`config.mk`:
```
export PLATFORM = sky130hd
export DESIGN_NAME = gfg_raster_write_arbiter
export DESIGN_NICKNAME = d
export VERILOG_FILES = /design/src/rtl/gfg_pkg.sv /design/src/rtl/gfg_rr_picker.sv /design/src/rtl/gfg_raster_write_arbiter.sv
export SDC_FILE = /design/constraint.sdc
export NUM_CORES = 1
export LEC_CHECK = 0
export ABC_AREA = 1
export BUFFER_PORTS_ARGS = -buffer_cell sky130_fd_sc_hd__clkbuf_2
export CAP_MARGIN = 25
export CORE_ASPECT_RATIO = 2
export CORE_UTILIZATION = 52
export CTS_BUF_LIST = sky130_fd_sc_hd__clkbuf_16
export DETAILED_ROUTE_END_ITERATION = 8
export HOLD_SLACK_MARGIN = 0.06
export PLACE_DENSITY_LB_ADDON = 0.3
export REMOVE_ABC_BUFFERS = 1
export SETUP_SLACK_MARGIN = 0.05
export SLEW_MARGIN = 40
export SYNTH_ARGS = -nofsm -noshare
export SYNTH_HDL_FRONTEND = slang
export SYNTH_SLANG_ARGS = --single-unit
```
`constraint.sdc`:
```
create_clock -name clk -period 3 [get_ports clk]
set_input_delay 0.6 -clock clk [delete_from_list [all_inputs] [get_ports clk]]
set_output_delay 0.6 -clock clk [all_outputs]
set_load 0.01 [all_outputs]
```
`src/rtl/gfg_pkg.sv`:
```
// Shared types and default geometry for the raster write-port arbiter.
// Optional drop counter is enabled by defining GFG_ARB_DROP_COUNT_EN.
package gfg_pkg;

    localparam int unsigned DEF_NUM_RASTERIZERS    = 4;
    localparam int unsigned DEF_HORIZ_RESOLUTION   = 80;
    localparam int unsigned DEF_VERT_RESOLUTION    = 60;
    localparam int unsigned DEF_FRAME_BUFFER_WIDTH = 14;
    localparam int unsigned DEF_HOLD_MAX           = 16;

    localparam int unsigned H_ADDR_W   = $clog2(DEF_HORIZ_RESOLUTION);
    localparam int unsigned V_ADDR_W   = $clog2(DEF_VERT_RESOLUTION);
    localparam int unsigned DROP_CNT_W = 16;

    typedef enum logic [1:0] {
        IDLE       = 2'd0,
        ARB        = 2'd1,
        OWNED      = 2'd2,
        FRAME_DONE = 2'd3
    } state_e;

endpackage

```
`src/rtl/gfg_rr_picker.sv`:
```
// Rotating-priority encoder: first set request at or after ptr_i, wrapping.
module gfg_rr_picker #(
    parameter  int unsigned N     = 4,
    localparam int unsigned PTR_W = (N > 1) ? $clog2(N) : 1
) (
    input  logic [N-1:0]     req_i,
    input  logic [PTR_W-1:0] ptr_i,
    output logic [N-1:0]     win_c_o,
    output logic             valid_c_o
);

    // Scan N positions starting at the pointer; first hit wins.
    always_comb begin
        int unsigned idx;
        logic        found;
        idx       = 0;
        found     = 1'b0;
        win_c_o   = '0;
        for (int unsigned k = 0; k < N; k++) begin
            idx = (32'(ptr_i) + k) % N;
            if (!found && req_i[PTR_W'(idx)]) begin
                win_c_o[PTR_W'(idx)] = 1'b1;
                found                = 1'b1;
            end
        end
        valid_c_o = found;
    end

endmodule

```
`src/rtl/gfg_raster_write_arbiter.sv`:
```
// Round-robin owner of the frame-buffer write port with per-frame sequencing.
// Define GFG_ARB_DROP_COUNT_EN to add the drop_count_o statistics output.
module gfg_raster_write_arbiter
    import gfg_pkg::*;
#(
    parameter  int unsigned NUM_RASTERIZERS    = DEF_NUM_RASTERIZERS,
    parameter  int unsigned HORIZ_RESOLUTION   = DEF_HORIZ_RESOLUTION,
    parameter  int unsigned VERT_RESOLUTION    = DEF_VERT_RESOLUTION,
    parameter  int unsigned FRAME_BUFFER_WIDTH = DEF_FRAME_BUFFER_WIDTH,
    parameter  int unsigned HOLD_MAX           = DEF_HOLD_MAX,
    localparam int unsigned N                  = NUM_RASTERIZERS,
    localparam int unsigned VW                 = $clog2(VERT_RESOLUTION),
    localparam int unsigned HW                 = $clog2(HORIZ_RESOLUTION),
    localparam int unsigned DW                 = FRAME_BUFFER_WIDTH
) (
    input  logic            clk,
    input  logic            rst_n,
    input  logic            new_frame_initiated_i,
    input  logic [N-1:0]    req_i,
    input  logic [N-1:0]    release_i,
    input  logic [N-1:0]    finished_i,
    input  logic [N-1:0]    wr_en_i,
    input  logic [N*VW-1:0] vert_addr_i,
    input  logic [N*HW-1:0] horiz_addr_i,
    input  logic [N*DW-1:0] wr_data_i,
    output logic [N-1:0]    grant_o,
    output logic            fb_write_en_o,
    output logic [VW-1:0]   fb_vert_addr_o,
    output logic [HW-1:0]   fb_horiz_addr_o,
    output logic [DW-1:0]   fb_write_data_o,
    output logic            frame_done_o,
`ifdef GFG_ARB_DROP_COUNT_EN
    output logic [15:0]     drop_count_o,
`endif
    output logic            busy_o
);

    localparam int unsigned PTR_W = (N > 1) ? $clog2(N) : 1;
    localparam int unsigned CNT_W = $clog2(HOLD_MAX + 1);

    state_e           state_q;
    logic [PTR_W-1:0] ptr_q, owner_q, win_idx, ptr_next;
    logic [CNT_W-1:0] hold_q;
    logic [N-1:0]     grant_q, win;
    logic             win_valid;
    logic             fb_we_q, frame_done_q, busy_q;
    logic [VW-1:0]    fb_v_q, own_v;
    logic [HW-1:0]    fb_h_q, own_h;
    logic [DW-1:0]    fb_d_q, own_d;
    logic             own_req, own_rel, own_wr;
    logic             in_range, beat, last_beat, owner_exit, do_write;

    gfg_rr_picker #(.N(N)) u_picker (
        .req_i     (req_i & ~finished_i),
        .ptr_i     (ptr_q),
        .win_c_o   (win),
        .valid_c_o (win_valid)
    );

    // One-hot winner to index for the owner register.
    always_comb begin
        win_idx = '0;
        for (int i = 0; i < int'(N); i++) begin
            if (win[i]) win_idx = PTR_W'(i);
        end
    end

    // Select the current owner's request, release and write lane.
    always_comb begin
        own_req = 1'b0;
        own_rel = 1'b0;
        own_wr  = 1'b0;
        own_v   = '0;
        own_h   = '0;
        own_d   = '0;
        for (int i = 0; i < int'(N); i++) begin
            if (owner_q == PTR_W'(i)) begin
                own_req = req_i[i];
                own_rel = release_i[i];
                own_wr  = wr_en_i[i];
                own_v   = vert_addr_i[i*VW +: VW];
                own_h   = horiz_addr_i[i*HW +: HW];
                own_d   = wr_data_i[i*DW +: DW];
            end
        end
    end

    // Beat qualification and exit conditions while a grant is held.
    always_comb begin
        in_range   = ({1'b0, own_v} < (VW+1)'(VERT_RESOLUTION)) &&
                     ({1'b0, own_h} < (HW+1)'(HORIZ_RESOLUTION));
        beat       = (state_q == OWNED) && own_wr;
        last_beat  = beat && (hold_q == CNT_W'(HOLD_MAX - 1));
        owner_exit = (state_q == OWNED) && (own_rel || !own_req || last_beat);
        do_write   = beat && in_range;
        ptr_next   = (owner_q == PTR_W'(N - 1)) ? '0 : owner_q + PTR_W'(1);
    end

    // Arbitration FSM with registered grant, write port and status outputs.
    always_ff @(posedge clk) begin
        if (!rst_n) begin
            state_q      <= IDLE;
            ptr_q        <= '0;
            owner_q      <= '0;
            hold_q       <= '0;
            grant_q      <= '0;
            fb_we_q      <= 1'b0;
            fb_v_q       <= '0;
            fb_h_q       <= '0;
            fb_d_q       <= '0;
            frame_done_q <= 1'b0;
            busy_q       <= 1'b0;
        end else begin
            fb_we_q <= do_write;
            if (do_write) begin
                fb_v_q <= own_v;
                fb_h_q <= own_h;
                fb_d_q <= own_d;
            end
            case (state_q)
                IDLE: begin
                    if (new_frame_initiated_i) begin
                        state_q      <= ARB;
                        frame_done_q <= 1'b0;
                        busy_q       <= 1'b1;
                    end
                end
                ARB: begin
                    if (&finished_i) begin
                        state_q      <= FRAME_DONE;
                        frame_done_q <= 1'b1;
                    end else if (win_valid) begin
                        state_q <= OWNED;
                        grant_q <= win;
                        owner_q <= win_idx;
                        hold_q  <= '0;
                    end
                end
                OWNED: begin
                    if (beat) hold_q <= hold_q + CNT_W'(1);
                    if (owner_exit) begin
                        state_q <= ARB;
                        grant_q <= '0;
                        ptr_q   <= ptr_next;
                    end
                end
                FRAME_DONE: begin
                    state_q <= IDLE;
                    busy_q  <= 1'b0;
                end
                default: state_q <= IDLE;
            endcase
        end
    end

`ifdef GFG_ARB_DROP_COUNT_EN
    logic [15:0] drop_q;
    logic [16:0] drop_sum;
    logic [N-1:0] dropped;

    // Count every strobe that does not become a frame-buffer write, saturating.
    always_comb begin
        dropped  = wr_en_i & ~(do_write ? grant_q : '0);
        drop_sum = {1'b0, drop_q};
        for (int i = 0; i < int'(N); i++) begin
            if (dropped[i]) drop_sum = drop_sum + 17'd1;
        end
    end

    // Drop counter register, cleared at frame start.
    always_ff @(posedge clk) begin
        if (!rst_n || new_frame_initiated_i) begin
            drop_q <= '0;
        end else begin
            drop_q <= drop_sum[16] ? 16'hFFFF : drop_sum[15:0];
        end
    end

    assign drop_count_o = drop_q;
`endif

    assign grant_o         = grant_q;
    assign fb_write_en_o   = fb_we_q;
    assign fb_vert_addr_o  = fb_v_q;
    assign fb_horiz_addr_o = fb_h_q;
    assign fb_write_data_o = fb_d_q;
    assign frame_done_o    = frame_done_q;
    assign busy_o          = busy_q;

endmodule

```
==> impl_metrics.toml, run 1 <==
[status]
status = "complete, no violations"

[drt]
avgRoutedWirePerCell_um = 13.4
vias = 4351
routed_wl_mm = 11.1
vias_per_cell = 5.22
antenna_left = 0
dr.pass1.iters = 5
drc = 0
dr.first_iter.drc_count = 205

[power]
fin_total_pwr_mw = 2.65
combPwrFrac = 0.461
cell_internal_pwr_mw = 1.57
seqPwrFrac = 0.266
leakage_nw = 2.51
peakVddDrop_mv = 0.515
switching_share = 0.409
switchingPower_mw = 1.09
powerDensity_nw_per_um2 = 589
pwr-share-clk = 0.272

[setup_path]
cp-end-kind = "register"
crit_chain = "ha_1 > buf_4 > o21ai_1 > nand2_1 > nand2_1 > o21ai_2 > nand2_1 > nand2_4 > nand3_4 > nand2_1 > inv_1 > nor2_1"
cpPeakStageDelay_ps = 400
path_max_fanout = 28
cp_common_cell = "nand2_1"
worstSetupPathType = "register to register"
path_buf_inv = 2
critPathLaunchType = "register"
cp_top_family = "simple AND/OR/NAND/NOR gates"
cp.arrival_ps = 2750
cp_slowest_cell = "dfxtp_1"
required_ps = 3220

[global_routing]
grt_overflow_total = 0
grt_pass1_vias = 4129
grt_usage = 0.326
grt_pass1_wl_mm = 17.7
grt_max_degree = 31
antenna_found_initial = 0

[cts]
cts_root_buffer = "clkbuf_16"
cts_tree = "built"
numCtsBuffers = 5
cts_setup_buffers = 0
ctsHoldBuffers = 0
clk_pin_slew_worst_paths_ps = 70
cts_max_level = 2
clock_latency_ps = 290
clockBufferDepth = 2
numClockSinks = 45
ctsResizeCount = 0

[timing]
whs_ps = 450
rsz0062_at_grt = "no"
fmax_ghz = 0.396
min_period_ps = 2520
worst_pin_slew_ps = 598
maxSlewHeadroom = 0.601
report.final.setup_viol = 0
timing_hold_violations_final = 0
finClkSkew_ps = 9.88
drv_slew = 0
finalCritPeriodShare = 0.841
finalSetupTns_ps = 0

[logic_synthesis]
synth-xor-area-share = 0.00250
netlist_area_um2 = 3510
yosysWarnings = 0
synth_top_family_by_area = "simple AND/OR/NAND/NOR gates"
synthMuxAreaShare = 0
netlist_instances = 600
synth_enable_flop_cells = 0
async_reset_ff_frac = 0
synth.area.top_cells = "dfxtp_1, nand2_1, inv_1"
synth_ff_type = "dfxtp_1"
yosys.area_share.adder = 0.0500
seq_area_frac_synth = 0.257
syn_avg_cell_area_um2 = 5.84
synth_top_cell_by_area = "dfxtp_1"
synth_compound_area_frac = 0.174
synth-seq-cells = 45
synth_top_area_frac = 0.257
ys_types = 31
yosys.area_share.simple = 0.390

[place]
io_buffer_count = 160
placed_area_um2 = 4310
post-dp-hpwl_mm = 8.48
gp_congestion = 0.944

[die]
core_area_um2 = 6570
die_height_um = 118
die_area_um2 = 7090
start_util = 0.534
die_w_um = 60.1
pin_count = 161
rows = 42

[layout]
syn_to_final_growth_pct = 28.5
nNetsFinal = 886
diodes = 0
drive_gt1_frac = 0.255
fill_cells = 624
final_area_um2 = 4500
utilization = 0.686

[worst_hold_path]
hold_class = "register to register"

[job]
drv_cap = 0
## per-layer routing
metal,vias to the layer above,wire length [um],GRT usage
met5,-,0,0
met1,1920,4000,0.302
li1,2212,-,-
met3,43,598,0.0484
met2,176,5910,0.615
met4,0,623,0.196
## final timing paths
| check | start | end | slack [ps] | depth (start not counted) |
|---|---|---|---|---|
| max reg2reg | owner_q[0] | fb_write_data_o[8] | 480 | 12 |
| min | fb_vert_addr_o[5] | fb_vert_addr_o[5] | 450 | 2 |
| max | owner_q[0] | fb_write_data_o[8] | 480 | 12 |
| min reg2reg | fb_vert_addr_o[5] | fb_vert_addr_o[5] | 450 | 2 |
## registers in the layout (all words and copies together), names as in the netlist
register	flops
grant_o	4
frame_done_o	1
owner_q	2
hold_q	5
fb_write_data_o	14
fb_horiz_addr_o	7
fb_vert_addr_o	6
fb_write_en_o	1
busy_o	1
ptr_q	2
state_q	2
## worst reg2reg max path, stage by stage (launching register included)
cell	delay, ps
dfxtp_1	400
ha_1	310
buf_4	360
o21ai_1	120
nand2_1	70
nand2_1	70
o21ai_2	60
nand2_1	100
nand2_4	270
nand3_4	340
nand2_1	160
inv_1	50
nor2_1	130
## cells by family (layout without fill, tap and decap cells)
logic type	after synthesis	after routing
AND/OR/NAND/NOR	320	320
AO/OA/AOI/OAI	115	115
buffers and inverters	105	251
flip-flops	45	45
adder cells (fa/ha/maj)	14	14
XOR/XNOR	1	1
## cell type report
cell class	count	area [um^2]	share of cell area
Clock buffer	5	125	0.0278
Timing Repair Buffer	167	853	0.189
Sequential cell	45	901	0.200
Multi-Input combinational cell	450	2160	0.480
Tap cell	88	110	0.0244
Clock inverter	3	68.8	0.0153
Inverter	76	285	0.0633
## power groups by stage
stage | Sequential [mW] | Clock [mW] | Combinational, mW
finish | 0.707 | 0.721 | 1.22
floorplan | 0.731 | 0 | 0.805
global placement | 0.716 | 0 | 1.18
detailed placement | 0.718 | 0 | 1.21
CTS | 0.706 | 0.729 | 1.22
global route | 0.714 | 0.744 | 1.39
## Yosys cell counts, drive strengths merged, types with 4 or more instances
master / count
inv: 76
dfxtp: 45
buf: 19
o21ai: 56
o21bai: 4
ha: 14
a21oi: 50
nand2: 197
nor2: 57
nand4: 28
clkbuf: 10
nand3: 33
## placed cells by master (no fill, tap or decap), drive strengths merged, types with 2 or more instances in the layout
master	count
a21o	2
a21oi	50
buf	7
bufinv	2
clkbuf	165
dfxtp	45
ha	14
inv	77
nand2	197
nand3	33
nand3b	2
nand4	28
nor2	57
nor3	2
o21ai	56
o21bai	4
## stage by stage
step / std cells / worst slack, ps
floorplan: 571 / 381
global placement: 826 / 643
detailed placement: 826 / 519
CTS: 834 / 496
global route: 834 / 230
finish: 834 / 477
Power figures use the tool's default switching activity.
==> run 2, diff against run 1 <==
ABC_AREA = 0   (was 1)
CORE_UTILIZATION = 43   (was 52)
clock period = 2.2 ns   (was 3 ns; I/O delays follow)
==> impl_metrics.toml, run 2 <==
[place]
gp_congestion = 0.908
dp_slack_ps = -187
numPlacedInstances = 711
io_buffer_count = 160
post-dp-hpwl_mm = 9.37

[die]
rows = 45
die_height_um = 127
core_area_um2 = 7600
die_area_um2 = 8220
die_w_um = 64.6
pin_count = 161
start_util = 0.443

[logic_synthesis]
yosysMostFrequentCell = "nand2_1"
synth.area.top_cells = "dfxtp_1, nand2_1, o211a_1"
ys_types = 64
synth_enable_flop_cells = 0
netlist_area_um2 = 3370
seq_area_frac_synth = 0.267
syn_avg_cell_area_um2 = 7.80
synth_top_cell_by_area = "dfxtp_1"
synth_top_area_frac = 0.267
yosysWarnings = 0
netlist_instances = 432
synth-seq-cells = 45
synth_ff_type = "dfxtp_1"
synth_common_cells = "nand2_1, a21oi_1, dfxtp_1"
async_reset_ff_frac = 0

[timing]
report.final.setup_viol = 27
drv_slew = 0
finClkSkew_ps = 4.30
maxSlewHeadroom = 0.582
fmax_ghz = 0.426
min_period_ps = 2350
worst_pin_slew_ps = 627
timing_hold_violations_final = 0
rsz0062_at_grt = "yes"
finalSetupTns_ps = -2450
finalCritPeriodShare = 1.07
setup_slack_ps = -149

[global_routing]
grt_overflow_total = 0
grt_pass1_vias = 4248
grt_pass1_wl_mm = 20.3
antenna_found_initial = 0
grt_usage = 0.323
grt_max_degree = 46

[drt]
routed_wl_mm = 13.3
top_layer_used = "met4"
met1_length_mm = 4.48
avgRoutedWirePerCell_um = 18.0
wl_met3_um = 704
vias = 4339
dr_wl_met2_mm = 7.31
antenna_left = 0
dr.pass1.iters = 4
vias_per_cell = 5.87
drc = 0
dr.first_iter.drc_count = 253

[setup_path]
worstSetupPathType = "register to register"
path_max_fanout = 6
reg2reg_depth = 12
startpoint = "owner_q[1]"
r2r-end = "fb_write_data_o[7]"
required_ps = 2380
critPathCapture = "fb_write_data_o[7]"
worst-r2r-setup-slack_ps = -150
critPathLaunchType = "register"
cp.arrival_ps = 2530
crit_chain = "inv_4 > ha_4 > buf_6 > and3b_1 > o211ai_1 > o221ai_2 > a211oi_4 > buf_6 > buf_12 > buf_16 > o211ai_1 > o211a_1"
reg2reg_from = "owner_q[1]"
cp-end-kind = "register"
cp_slowest_cell = "dfxtp_4"
cpPeakStageDelay_ps = 380

[status]
violations = "setup timing"
status = "finished with violations"

[power]
leakage_nw = 2.52
fin_total_pwr_mw = 2.66
powerDensity_nw_per_um2 = 506
peakVddDrop_mv = 0.361

[cts]
ctsHoldBuffers = 0
numCtsBuffers = 5
clock_latency_ps = 290
numClockSinks = 45
cts_tree = "built"
clockBufferDepth = 2
cts_max_level = 2
cts_root_buffer = "clkbuf_16"
clk_pin_slew_worst_paths_ps = 60

[layout]
syn_to_final_growth_pct = 56.1
diodes = 0
nNetsFinal = 785
mostFrequentLayoutCell = "clkbuf_2"
drive_gt1_frac = 0.442
utilization = 0.692
layoutNonFillerInstCount = 739
largest_reg_flops = 14
final_cell_mix = "clkbuf_2, nand2_1, buf_4, a21oi_1, dfxtp_1"

[job]
drv_cap = 0

[worst_hold_path]
hold_class = "register to register"
==> run 2: cell count changes in the layout (fill, tap and decap cells not counted), moves of 24 or more <==
cell,before,now
buf_4,7,59
inv_1,72,7
nand2_1,194,69
nor2_1,54,17
o211a_1,0,24
o211ai_1,1,27
o21ai_0,48,9
==> run 2: worst max-delay path, delay by kind of cell (launching register included) <==
kind	cells	cell delay, ps
AO/OA/AOI/OAI	5	920
adder cells (fa/ha/maj)	1	150
buffers and inverters	5	600
flip-flops	1	380
AND/OR/NAND/NOR	1	190
==> run 2: metal layers <==
layer,vias to the layer above,track usage
li1,2025,-
met1,2044,0.294
met2,209,0.624
met3,61,0.0491
met4,0,0.224
met5,-,0
==> run 2: worst min-delay path by stage <==
stage | slack [ps] | endpoint | cells past startpoint | startpoint
3_5_place_dp | 450 | fb_horiz_addr_o[4] | 2 | fb_horiz_addr_o[4]
3_3_place_gp | 440 | fb_horiz_addr_o[4] | 2 | fb_horiz_addr_o[4]
2_1_floorplan | 450 | hold_q[3] | 2 | hold_q[3]
5_1_grt | 480 | fb_horiz_addr_o[4] | 2 | fb_horiz_addr_o[4]
6_report | 450 | fb_horiz_addr_o[4] | 2 | fb_horiz_addr_o[4]
4_1_cts | 450 | fb_horiz_addr_o[4] | 2 | fb_horiz_addr_o[4]
==> run 2: cells by family (layout without fill, tap and decap cells) <==
family | Yosys count | after routing | synth area share
compound gates | 148 | 148 | 0.315
xor+xnor | 2 | 2 | 0.00520
fa+ha+maj | 14 | 14 | 0.0520
buf+inv | 42 | 255 | 0.0576
flops | 45 | 45 | 0.267
mux | 5 | 5 | 0.0260
simple gates | 176 | 176 | 0.277
==> run 2: layout make-up <==
class | count | area, um^2
clock inverters | 3 | 15.0
clock buffers | 5 | 125
well taps | 94 | 118
multi-input cells | 345 | 2490
inverters | 9 | 38.8
flip-flops and latches | 45 | 911
fillers | 638 | 2340
repair buffers | 238 | 1560
==> run 2: through the flow <==
stage / hold slack, ps / area (um^2)
floorplan: 453 / 3210
global placement: 439 / 4580
detailed placement: 445 / 4580
CTS: 453 / 5210
global route: 478 / 5260
finish: 447 / 5260
==> run 2: power by group <==
part           switching, mW  total, mW  internal, mW
Sequential            0.0325      0.883         0.851
Combinational          0.524       1.04         0.519
Clock                  0.323      0.736         0.413
Total                  0.880       2.66          1.78
==> run 2: what timing repair did <==
action                     in CTS  in global routing
cloned                          7                  0
setup endpoints to repair      36                 36
resized for setup              54                 13
buffers inserted               12                  4
pin swaps                      26                 11
==> run 3, diff against run 2 <==
SETUP_SLACK_MARGIN = 0.15   (was 0.05)
==> impl_metrics.toml, run 3 (synthesis results as in run 2) <==
[status]
status = "finished with violations"
violations = "setup timing"

[timing]
finClkSkew_ps = 3.24
setup_slack_ps = -139
worst_pin_slew_ps = 616
rsz0062_at_grt = "yes"
min_period_ps = 2340
timing_hold_violations_final = 0
report.final.setup_viol = 28
finalCritPeriodShare = 1.06
drv_slew = 0
fmax_ghz = 0.428
maxSlewHeadroom = 0.589
finalSetupTns_ps = -1750

[worst_hold_path]
hold_path_depth = 2
worstHoldStart = "fb_horiz_addr_o[4]"
hold_class = "register to register"
hold-path-endpoint = "fb_horiz_addr_o[4]"

[power]
leakage_nw = 2.52
peakVddDrop_mv = 0.398
pwr-share-clk = 0.280
switching_share = 0.328
powerDensity_nw_per_um2 = 511
cell_internal_pwr_mw = 1.77
seqPwrFrac = 0.335
fin_total_pwr_mw = 2.63
switchingPower_mw = 0.864
combPwrFrac = 0.386

[die]
die_area_um2 = 8220
die_w_um = 64.6
core_area_um2 = 7600
die_height_um = 127
pin_count = 161
start_util = 0.443
rows = 45

[drt]
dr.pass1.iters = 4
vias_per_cell = 5.80
routed_wl_mm = 12.8
vias = 4249
dr.first_iter.drc_count = 261
avgRoutedWirePerCell_um = 17.4
drc = 0
antenna_left = 0

[setup_path]
startpoint = "owner_q[0]"
r2r-end = "fb_write_data_o[10]"
cp-end-kind = "register"
required_ps = 2380
cp.arrival_ps = 2520
path_max_fanout = 6
reg2reg_from = "owner_q[0]"
critPathLaunchType = "register"
reg2reg_depth = 10
worstSetupPathType = "register to register"
worst-r2r-setup-slack_ps = -140

[layout]
layoutNonFillerInstCount = 733
final_cell_mix = "clkbuf_2, nand2_1, buf_4, a21oi_1, dfxtp_1"
mostFrequentLayoutCell = "clkbuf_2"
diodes = 0
final_area_um2 = 5160
syn_to_final_growth_pct = 53.1
drive_gt1_frac = 0.435
nNetsFinal = 779
largest_reg_flops = 14

[cts]
clockBufferDepth = 2
clock_latency_ps = 290
cts_max_level = 2
numClockSinks = 45
ctsHoldBuffers = 0
cts_root_buffer = "clkbuf_16"
numCtsBuffers = 5
clk_pin_slew_worst_paths_ps = 60
cts_tree = "built"

[place]
io_buffer_count = 160
gp_congestion = 0.908
numPlacedInstances = 711
placed_area_um2 = 4580
dp_slack_ps = -187
post-dp-hpwl_mm = 9.37

[global_routing]
grt_max_degree = 46
grt_pass1_vias = 4292
grt_pass1_wl_mm = 19.5
antenna_found_initial = 0
grt_overflow_total = 0
grt_usage = 0.309

[job]
drv_cap = 0
-- run 3: cell count changes in the layout (fill, tap and decap cells not counted), sizes merged --
cell / previous run / this run
buf: 78 / 72
-- run 3: area by class of cell --
cell class	instances	area, um^2
Sequential cell	45	911
Clock buffer	5	125
Tap cell	94	118
Inverter	9	38.8
Clock inverter	3	15.0
Timing Repair Buffer	232	1490
Fill cell	647	2440
Multi-Input combinational cell	345	2470
-- run 3: per-layer routing --
layer | part of all wire | global-route usage | wire (um)
met5 | 0 | 0 | 0
met4 | 0.057 | 0.226 | 727
met3 | 0.058 | 0.0491 | 739
met2 | 0.55 | 0.605 | 7090
met1 | 0.33 | 0.265 | 4220
-- run 3: repair_timing --
item,4_1_cts,5_1_grt
cloned,3,0
pin swaps,19,14
gates resized for setup,53,3
setup endpoints to repair,39,39
buffers inserted,8,3
-- run 3: stage by stage --
stage                util  hold WS (ps)
global placement    0.603           439
detailed placement  0.603           445
CTS                 0.673           453
floorplan               -           453
global route        0.679           477
finish              0.679           447
-- run 3: worst max-delay path, cell delays in order, from the launching register on --
cell      delay (ps)
dfxtp_4          370
ha_2             210
or3b_4           410
a22oi_2          180
o221ai_2         150
a211oi_4         260
buf_6            180
buf_12           110
buf_16           110
o211ai_1         100
o211a_1          160
-- run 3: power by group through the flow --
stage	sequential, mW	combinational [mW]	clock (mW)
after CTS	0.881	0.992	0.745
after floorplan	0.905	0.436	0
final	0.881	1.02	0.737
after global routing	0.884	1.09	0.782
after global placement	0.891	0.865	0
after detailed placement	0.893	0.880	0
-- run 3: how the worst max path moves through the flow --
stage	endpoint	slack, ps	cells past startpoint
final	fb_write_data_o[10]	-140	10
after global routing	fb_vert_addr_o[1]	-200	11
after CTS	fb_vert_addr_o[3]	-100	10
after detailed placement	fb_horiz_addr_o[5]	-190	11
after global placement	fb_horiz_addr_o[5]	-90	10
after floorplan	fb_vert_addr_o[4]	-1620	8
